$ cat src/rtl/cpu_div_pkg.sv
`default_nettype none
// ============================================================================
// Module      : cpu_div_pkg
// Description : Shared state encoding and sizing helpers for the divider.
// Revision    : 1.0 - initial release
// ============================================================================
package cpu_div_pkg;

    localparam int DIV_WIDTH = 32;

    typedef logic [2:0] div_state_t;

    localparam div_state_t ST_IDLE = 3'd0;
    localparam div_state_t ST_CALC = 3'd1;
    localparam div_state_t ST_FIX  = 3'd2;
    localparam div_state_t ST_ZERO = 3'd3;
    localparam div_state_t ST_DONE = 3'd4;

    function automatic int div_cnt_width(input int w);
        return $clog2(w);
    endfunction

    localparam int DIV_CNT_W = div_cnt_width(DIV_WIDTH);

endpackage
`default_nettype wire

$ cat src/rtl/div_step.sv
`default_nettype none
// ============================================================================
// Module      : div_step
// Description : One combinational restoring shift-subtract iteration.
// Revision    : 1.0 - initial release
// ============================================================================
module div_step
    import cpu_div_pkg::*;
#(
    parameter int WIDTH = DIV_WIDTH
) (
    input  logic [WIDTH:0]   i_rem,
    input  logic             i_dividend_bit,
    input  logic [WIDTH-1:0] i_divisor_mag,
    output logic [WIDTH:0]   o_rem,
    output logic             o_quo_bit
);

    logic [WIDTH:0] w_shift;
    logic [WIDTH:0] w_diff;
    logic           w_ge;

    // The partial remainder is always below the divisor, so the extra bit
    // keeps the shifted value and the compare free of overflow.
    assign w_shift   = (i_rem << 1) | {{WIDTH{1'b0}}, i_dividend_bit};
    assign w_ge      = (w_shift >= {1'b0, i_divisor_mag});
    assign w_diff    = w_shift - {1'b0, i_divisor_mag};
    assign o_rem     = w_ge ? w_diff : w_shift;
    assign o_quo_bit = w_ge;

endmodule
`default_nettype wire

$ cat src/rtl/alu_div.sv
`default_nettype none
// ============================================================================
// Module      : alu_div
// Description : Iterative signed/unsigned restoring divider, one bit/clock.
// Revision    : 1.0 - initial release
// ============================================================================
module alu_div
    import cpu_div_pkg::*;
#(
    parameter int WIDTH = DIV_WIDTH
) (
    input  logic             clk,
    input  logic             rst_n,
    input  logic             start,
    input  logic             is_signed,
    input  logic [WIDTH-1:0] dividend,
    input  logic [WIDTH-1:0] divisor,
    output logic             busy,
    output logic             done,
    output logic [WIDTH-1:0] quotient,
    output logic [WIDTH-1:0] remainder,
    output logic             div_zero
);

    localparam int             CNT_W    = div_cnt_width(WIDTH);
    localparam logic [CNT_W-1:0] CNT_INIT = CNT_W'(WIDTH - 1);

    div_state_t       r_state;
    div_state_t       w_state_next;
    logic [CNT_W-1:0] r_cnt;
    logic [WIDTH:0]   r_rem;
    logic [WIDTH-1:0] r_quo;
    logic [WIDTH-1:0] r_dvsr_mag;
    logic [WIDTH-1:0] r_dvd_orig;
    logic             r_neg_q;
    logic             r_neg_r;
    logic [WIDTH-1:0] r_quotient;
    logic [WIDTH-1:0] r_remainder;
    logic             r_div_zero;

    logic [WIDTH-1:0] w_dvd_mag;
    logic [WIDTH-1:0] w_dvs_mag;
    logic [WIDTH:0]   w_step_rem;
    logic             w_step_q;

    assign w_dvd_mag = (is_signed && dividend[WIDTH-1]) ? -dividend : dividend;
    assign w_dvs_mag = (is_signed && divisor[WIDTH-1])  ? -divisor  : divisor;

    div_step #(
        .WIDTH(WIDTH)
    ) u_step (
        .i_rem          (r_rem),
        .i_dividend_bit (r_quo[WIDTH-1]),
        .i_divisor_mag  (r_dvsr_mag),
        .o_rem          (w_step_rem),
        .o_quo_bit      (w_step_q)
    );

    always_ff @(posedge clk or negedge rst_n) begin
        if (!rst_n) begin
            r_state <= ST_IDLE;
        end else begin
            r_state <= w_state_next;
        end
    end

    always_comb begin
        w_state_next = r_state;
        case (r_state)
            ST_IDLE: begin
                if (start) begin
                    w_state_next = (divisor == '0) ? ST_ZERO : ST_CALC;
                end
            end
            ST_CALC: begin
                if (r_cnt == '0) begin
                    w_state_next = ST_FIX;
                end
            end
            ST_FIX:  w_state_next = ST_DONE;
            ST_ZERO: w_state_next = ST_DONE;
            ST_DONE: w_state_next = ST_IDLE;
            default: w_state_next = ST_IDLE;
        endcase
    end

    // The quotient register doubles as the dividend shifter: its MSB feeds
    // the step while new quotient bits enter at the bottom.
    always_ff @(posedge clk or negedge rst_n) begin
        if (!rst_n) begin
            r_cnt       <= '0;
            r_rem       <= '0;
            r_quo       <= '0;
            r_dvsr_mag  <= '0;
            r_dvd_orig  <= '0;
            r_neg_q     <= 1'b0;
            r_neg_r     <= 1'b0;
            r_quotient  <= '0;
            r_remainder <= '0;
            r_div_zero  <= 1'b0;
        end else begin
            case (r_state)
                ST_IDLE: begin
                    if (start) begin
                        r_cnt      <= CNT_INIT;
                        r_rem      <= '0;
                        r_quo      <= w_dvd_mag;
                        r_dvsr_mag <= w_dvs_mag;
                        r_dvd_orig <= dividend;
                        r_neg_q    <= is_signed & (dividend[WIDTH-1] ^ divisor[WIDTH-1]);
                        r_neg_r    <= is_signed & dividend[WIDTH-1];
                        r_div_zero <= 1'b0;
                    end
                end
                ST_CALC: begin
                    r_rem <= w_step_rem;
                    r_quo <= {r_quo[WIDTH-2:0], w_step_q};
                    r_cnt <= r_cnt - 1'b1;
                end
                ST_FIX: begin
                    r_quotient  <= r_neg_q ? -r_quo : r_quo;
                    r_remainder <= r_neg_r ? -r_rem[WIDTH-1:0] : r_rem[WIDTH-1:0];
                end
                ST_ZERO: begin
                    r_quotient  <= '1;
                    r_remainder <= r_dvd_orig;
                    r_div_zero  <= 1'b1;
                end
                default: begin
                end
            endcase
        end
    end

    assign busy      = (r_state != ST_IDLE);
    assign done      = (r_state == ST_DONE);
    assign quotient  = r_quotient;
    assign remainder = r_remainder;
    assign div_zero  = r_div_zero;

endmodule
`default_nettype wire

$ cat config.mk
export PLATFORM = sky130hd
export DESIGN_NAME = alu_div
export DESIGN_NICKNAME = d
export VERILOG_FILES = /design/src/rtl/cpu_div_pkg.sv /design/src/rtl/div_step.sv /design/src/rtl/alu_div.sv
export SDC_FILE = /design/constraint.sdc
export NUM_CORES = 1
export LEC_CHECK = 0
export BUFFER_PORTS_ARGS = -buffer_cell sky130_fd_sc_hd__buf_2
export CAP_MARGIN = 20
export CORE_MARGIN = 1.5
export CORE_UTILIZATION = 62
export CTS_CLUSTER_DIAMETER = 150
export DETAILED_ROUTE_END_ITERATION = 16
export GPL_TIMING_DRIVEN = 0
export PLACE_DENSITY = 0.89
export SYNTH_ARGS = -nofsm -noshare
export SYNTH_HDL_FRONTEND = slang
export SYNTH_SLANG_ARGS = --single-unit
$ cat constraint.sdc
create_clock -name clk -period 5.9 [get_ports clk]
set_input_delay 1.77 -clock clk [delete_from_list [all_inputs] [get_ports clk]]
set_output_delay 1.77 -clock clk [all_outputs]
set_load 0.05 [all_outputs]
# == Yosys cells after proc, flatten, opt, wreduce, memory -nomap -nowiden ==
# Cells that the tools add are included.
# totals
mem_bits_rw,0
romBits,0
memories,0
output_inout_bits,67
wordCells,61
latch_bits,0
ff_bits,203
inputBits,68
# classes
bitwise_logic,4
div,0
addsub,6
magnitude_cmp,1
n_reduce_logical,14
eq_ne,6
n_mux,19
multipliers,0
shifts,0
# ops
operator,n
case mux 32 bit (2 select lines),4
two-way mux 32 bit,7
negator 32 bit,4
>= comparator 33 x 32 -> 1 bit,1
bitwise OR 33 x 1 -> 33 bit,1
logical NOT 32 bit,1
subtractor 32 bit,1
case mux 5 bit (2 select lines),1
case mux 3 bit (3 select lines),1
AND reduction 2 bit,4
== test 3 x 2 -> 1 bit (second input constant),2
two-way mux 3 bit,2
nonzero test 2 bit,3
logical NOT 5 bit,1
two-way mux 5 bit,1
subtractor 5 x 1 -> 5 bit (second input constant),1
inequality test 2 bit (second input constant),2
== test 3 x 1 -> 1 bit (second input constant),1
== test 3 bit (second input constant),1
logical NOT 3 bit,1
nonzero test 3 bit,1
AND 1 bit,2
logical AND 1 bit,2
two-way mux 2 bit,1
4 further kinds,4

# == Depth between registers and ports, before layout ==
# depth
word_depth,4
depth_mapped,13
depth_no_buf,12

# == Hierarchy ==
# A second synthesis with hierarchy kept.
# hier_totals
cells_unflattened,1561
hier_area_um2,12946.2
# by_module_without_submodules
module,area_per_inst_um2,seq_area_each_um2,n_inst,cells_each
alu_div,10533.9,5104.9,1,1196
div_step,2412.3,0.0,1,365

# == Worst setup path before layout ==
# OpenSTA, ideal clock, no wires.
# synth_timing
kind,input -> register
from,input divisor[12]
to,register r_dvsr_mag[30]
cell_stages,8
path_buffers,0
setup_ns,0.129
setup_slack_ns,2.077
required_time_ns,5.771
t_arrival_ns,3.693
cell_sequence,or4_4 > or4_4 > nor3b_4 > and2_4 > nand2_4 > o31ai_4 > xor2_1 > o21ai_1
# synth_via
elab_chain_cells,2
# synth_lines
element,line_no,source
start: declaration,alu_div.sv:17,"input logic [WIDTH-1:0] divisor,"
negator 32 bit,alu_div.sv:47,assign w_dvs_mag = (is_signed && divisor[WIDTH-1]) ? -divisor : divisor;
two-way mux 32 bit,alu_div.sv:47,
end signal: assignment,alu_div.sv:108,r_dvsr_mag <= w_dvs_mag;
end: declaration,alu_div.sv:33,logic [WIDTH-1:0] r_dvsr_mag;
# No other way between the ends.
# A chain may end at the register's enable or synchronous reset.

# == Worst setup path after layout ==
# layout_timing
from,register r_state[0]
to,output done
# layout_via
elab_chain_cells,1
# layout_lines
element,line_no,source
start: declaration,alu_div.sv:28,div_state_t r_state;
start signal: assignment,alu_div.sv:63,r_state <= w_state_next;
== test 3 bit,alu_div.sv:136,assign done = (r_state == ST_DONE);
end: declaration,alu_div.sv:19,"output logic done,"
# No other way between the ends.

==> flow_metrics.py <==
metrics = {
    "outcome": {
        "status": "completed",
    },
    "clock_network": {
        "cts_setup_buffers": 0,
        "cts_hold_buf": 0,
        "insertion_delay_ns": 0.52,
        "h-tree-depth": 1,
        "clk_pin_slew_ns": 0.06,
        "cts_buffer_depth": 3,
        "cts_made_buffers": 23,
        "post_cts_resize_count": 0,
        "cts_tree": "yes",
        "clock_sinks": 203,
        "clockRootBuffer": "clkbuf_16",
    },
    "final_layout": {
        "fillers": 1545,
        "final_area_sq_mm": 0.01460,
        "multiInputGateArea_sq_mm": 0.007144,
        "drive_gt1_share_pct": 13.52,
        "nets": 1769,
        "regArea_sq_mm": 0.005080,
        "area_delta_synth_final_pct": 14.28,
    },
    "route": {
        "drtAntennaViolNets": 0,
        "wire_per_inst_um": 19.61,
        "num_vias": 12201,
        "drt_iter0_drc": 975,
        "drc": 0,
        "first_pass_iters": 6,
        "via_per_inst": 6.257,
        "finalWirelength_mm": 38.25,
    },
    "timing": {
        "setup_viol": 0,
        "finalHoldViolCount": 0,
        "slew_viol_final": 0,
        "final.period_utilization_pct": 63.86,
        "rsz0062_at_grt": "false",
        "hold_ws_ns": 0.4643,
        "max_clock_freq_mhz": 265.4,
        "fin_skew_ns": 0.01015,
        "min_period_ns": 3.768,
        "worst_slew_pin_slew_ns": 0.8075,
        "relSlewSlack_pct": 46.11,
    },
    "synthesis": {
        "ys_top_cells_by_count": "270 x nand2_1, 203 x dfrtp_1, 155 x o21ai_0, 101 x nor2_1, 98 x a21oi_1",
        "yosysSeqAreaShare_pct": 39.75,
        "yosysWarnings": 0,
        "netlist_top_cells_area": "dfrtp_1 40%, nand2_1 7.9%, o21ai_0 6.1%, xnor2_1 5.1%, xor2_1 4.8%",
        "synth_top_area_share_pct": 39.75,
        "syn_inst": 1501,
        "netlist_area_sq_mm": 0.01278,
        "yosysMostFrequentCell": "nand2_1",
        "postSynth.asyncResetShare_pct": 100.0,
        "ys_seq_elements": 203,
        "synth_top_area_cell": "dfrtp_1",
        "avgSynthCellArea_sq_um": 8.513,
        "syn_nets": 1608,
        "synthFlopType": "dfrtp_1",
        "ys_types": 84,
        "synth-edff-count": 0,
    },
    "floorplanning": {
        "ios": 135,
        "coreArea_sq_mm": 0.02023,
        "initial_core_util_pct": 63.15,
        "die_y_um": 146.6,
        "dieArea_sq_mm": 0.02148,
        "dieWidth_um": 146.6,
        "rows": 52,
    },
    "grt": {
        "antenna_found_initial": 0,
        "grt_overflow": 0,
        "grt_start_max_net_pins": 127,
        "grt.total_usage_pct": 35.42,
        "grt_pass1_wl_mm": 60.51,
        "grt_pass1_vias": 11750,
    },
    "worst_setup_path": {
        "cp.required_ns": 4.13,
        "start_kind": "flop",
        "critPathSlowestCell": "clkbuf_1",
        "r2r-start": "r_quo[31]",
        "path_class": "flop to output port",
        "crit_chain": "clkbuf_1, nor3b_1, buf_2",
        "endpoint_kind": "output port",
        "critPathMaxFanout": 10,
        "critPathMaxStageDelay_ns": 0.55,
        "cp-startpoint": "r_state[0]",
        "arrival_ns": 2.00,
    },
    "placement": {
        "hpwl_mm": 28.94,
        "port_buffers": 134,
        "dpl_cell_area_sq_mm": 0.01385,
        "place_congestion": 0.9759,
    },
    "job": {
        "maxCapViolations": 0,
    },
    "power": {
        "power_density_mw_per_mm2": 687.0,
        "ir_drop_v": 0.0002694,
        "p_leak_nw": 6.587,
        "fin_total_pwr_w": 0.01003,
    },
    "min_path": {
        "hold_start": "quotient[25]",
        "hp-class": "flop to flop",
    },
}
[area by class of cell]
cell class | count | share of cell area (%)
antenna | 1 | 0.01714
buffer | 84 | 2.356
tap | 270 | 2.313
sequential | 203 | 34.79
clock inverter | 11 | 0.8397
inverter | 56 | 1.439
timing repair buffer | 136 | 5.038
multi-input combinational | 1158 | 48.92
clock buffer | 31 | 4.284
[power breakdown]
part	switching (W)	internal (W)	total (W)
Sequential	0.000747	0.00206	0.00281
Combinational	0.00367	0.00212	0.00578
Clock	0.000603	0.000839	0.00144
[cell usage in the layout, fill, tap and decap left out, drive strengths merged, types with 20 or more instances in the layout]
cell type,instances
nand2,272
dfrtp,203
o21ai,182
buf,153
nor2,101
a21oi,100
clkbuf,98
xnor2,74
xor2,70
inv,59
ha,38
o31ai,32
nor3,31
a22oi,30
mux2i,25
or4,20
[critical path: cells and delay by family (launching register included)]
family | cells | cell delay, ns
DFF | 1 | 0.54
and+or+nand+nor | 1 | 0.13
buffers and inverters | 2 | 0.79
[flip-flops by register name, summed over array words and instances (netlist names)]
name	count
r_quo	32
quotient	32
div_zero	1
r_neg_r	1
r_rem	32
r_dvsr_mag	32
r_dvd_orig	32
r_state	3
r_neg_q	1
remainder	32
r_cnt	5
[cells by family after synthesis]
kind of cell | count (synthesis) | synth area share [%]
simple gates | 511 | 18.65
compound gates | 438 | 21.46
flops | 203 | 39.75
xor+xnor | 144 | 9.870
buf+inv | 140 | 4.338
fa+ha+maj | 39 | 3.877
mux | 26 | 2.046
[worst paths after layout]
check                                     end  slack, ns  cells past startpoint
worst max-delay path                     done       2.13                      3
worst min-delay path             quotient[25]       0.46                      2
worst max register to register      r_rem[28]       2.31                     12
worst min register to register   quotient[25]       0.46                      2
max in group asynchronous            r_cnt[1]       3.77                      3
min in group asynchronous       remainder[13]       1.33                      2
[per-stage QoR]
stage          setup TNS, ns  utilization, %  instances  setup WS [ns]
2_1_floorplan              0               -       1501          2.077
3_3_place_gp          -36.90           68.14       1905        -0.1977
3_5_place_dp               0           68.46       1907          1.641
4_1_cts                    0           72.16       1949          2.187
5_1_grt                    0           72.16       1949          1.976
6_report                   0           72.17       1950          2.132
[routing by layer]
layer	share of wire (%)	track usage, %
met4	5.4	17.17
met5	0	0
met1	40	45.32
met2	46	58.67
met3	8.9	5.813
No activity file was read; power rests on OpenSTA's default activity.
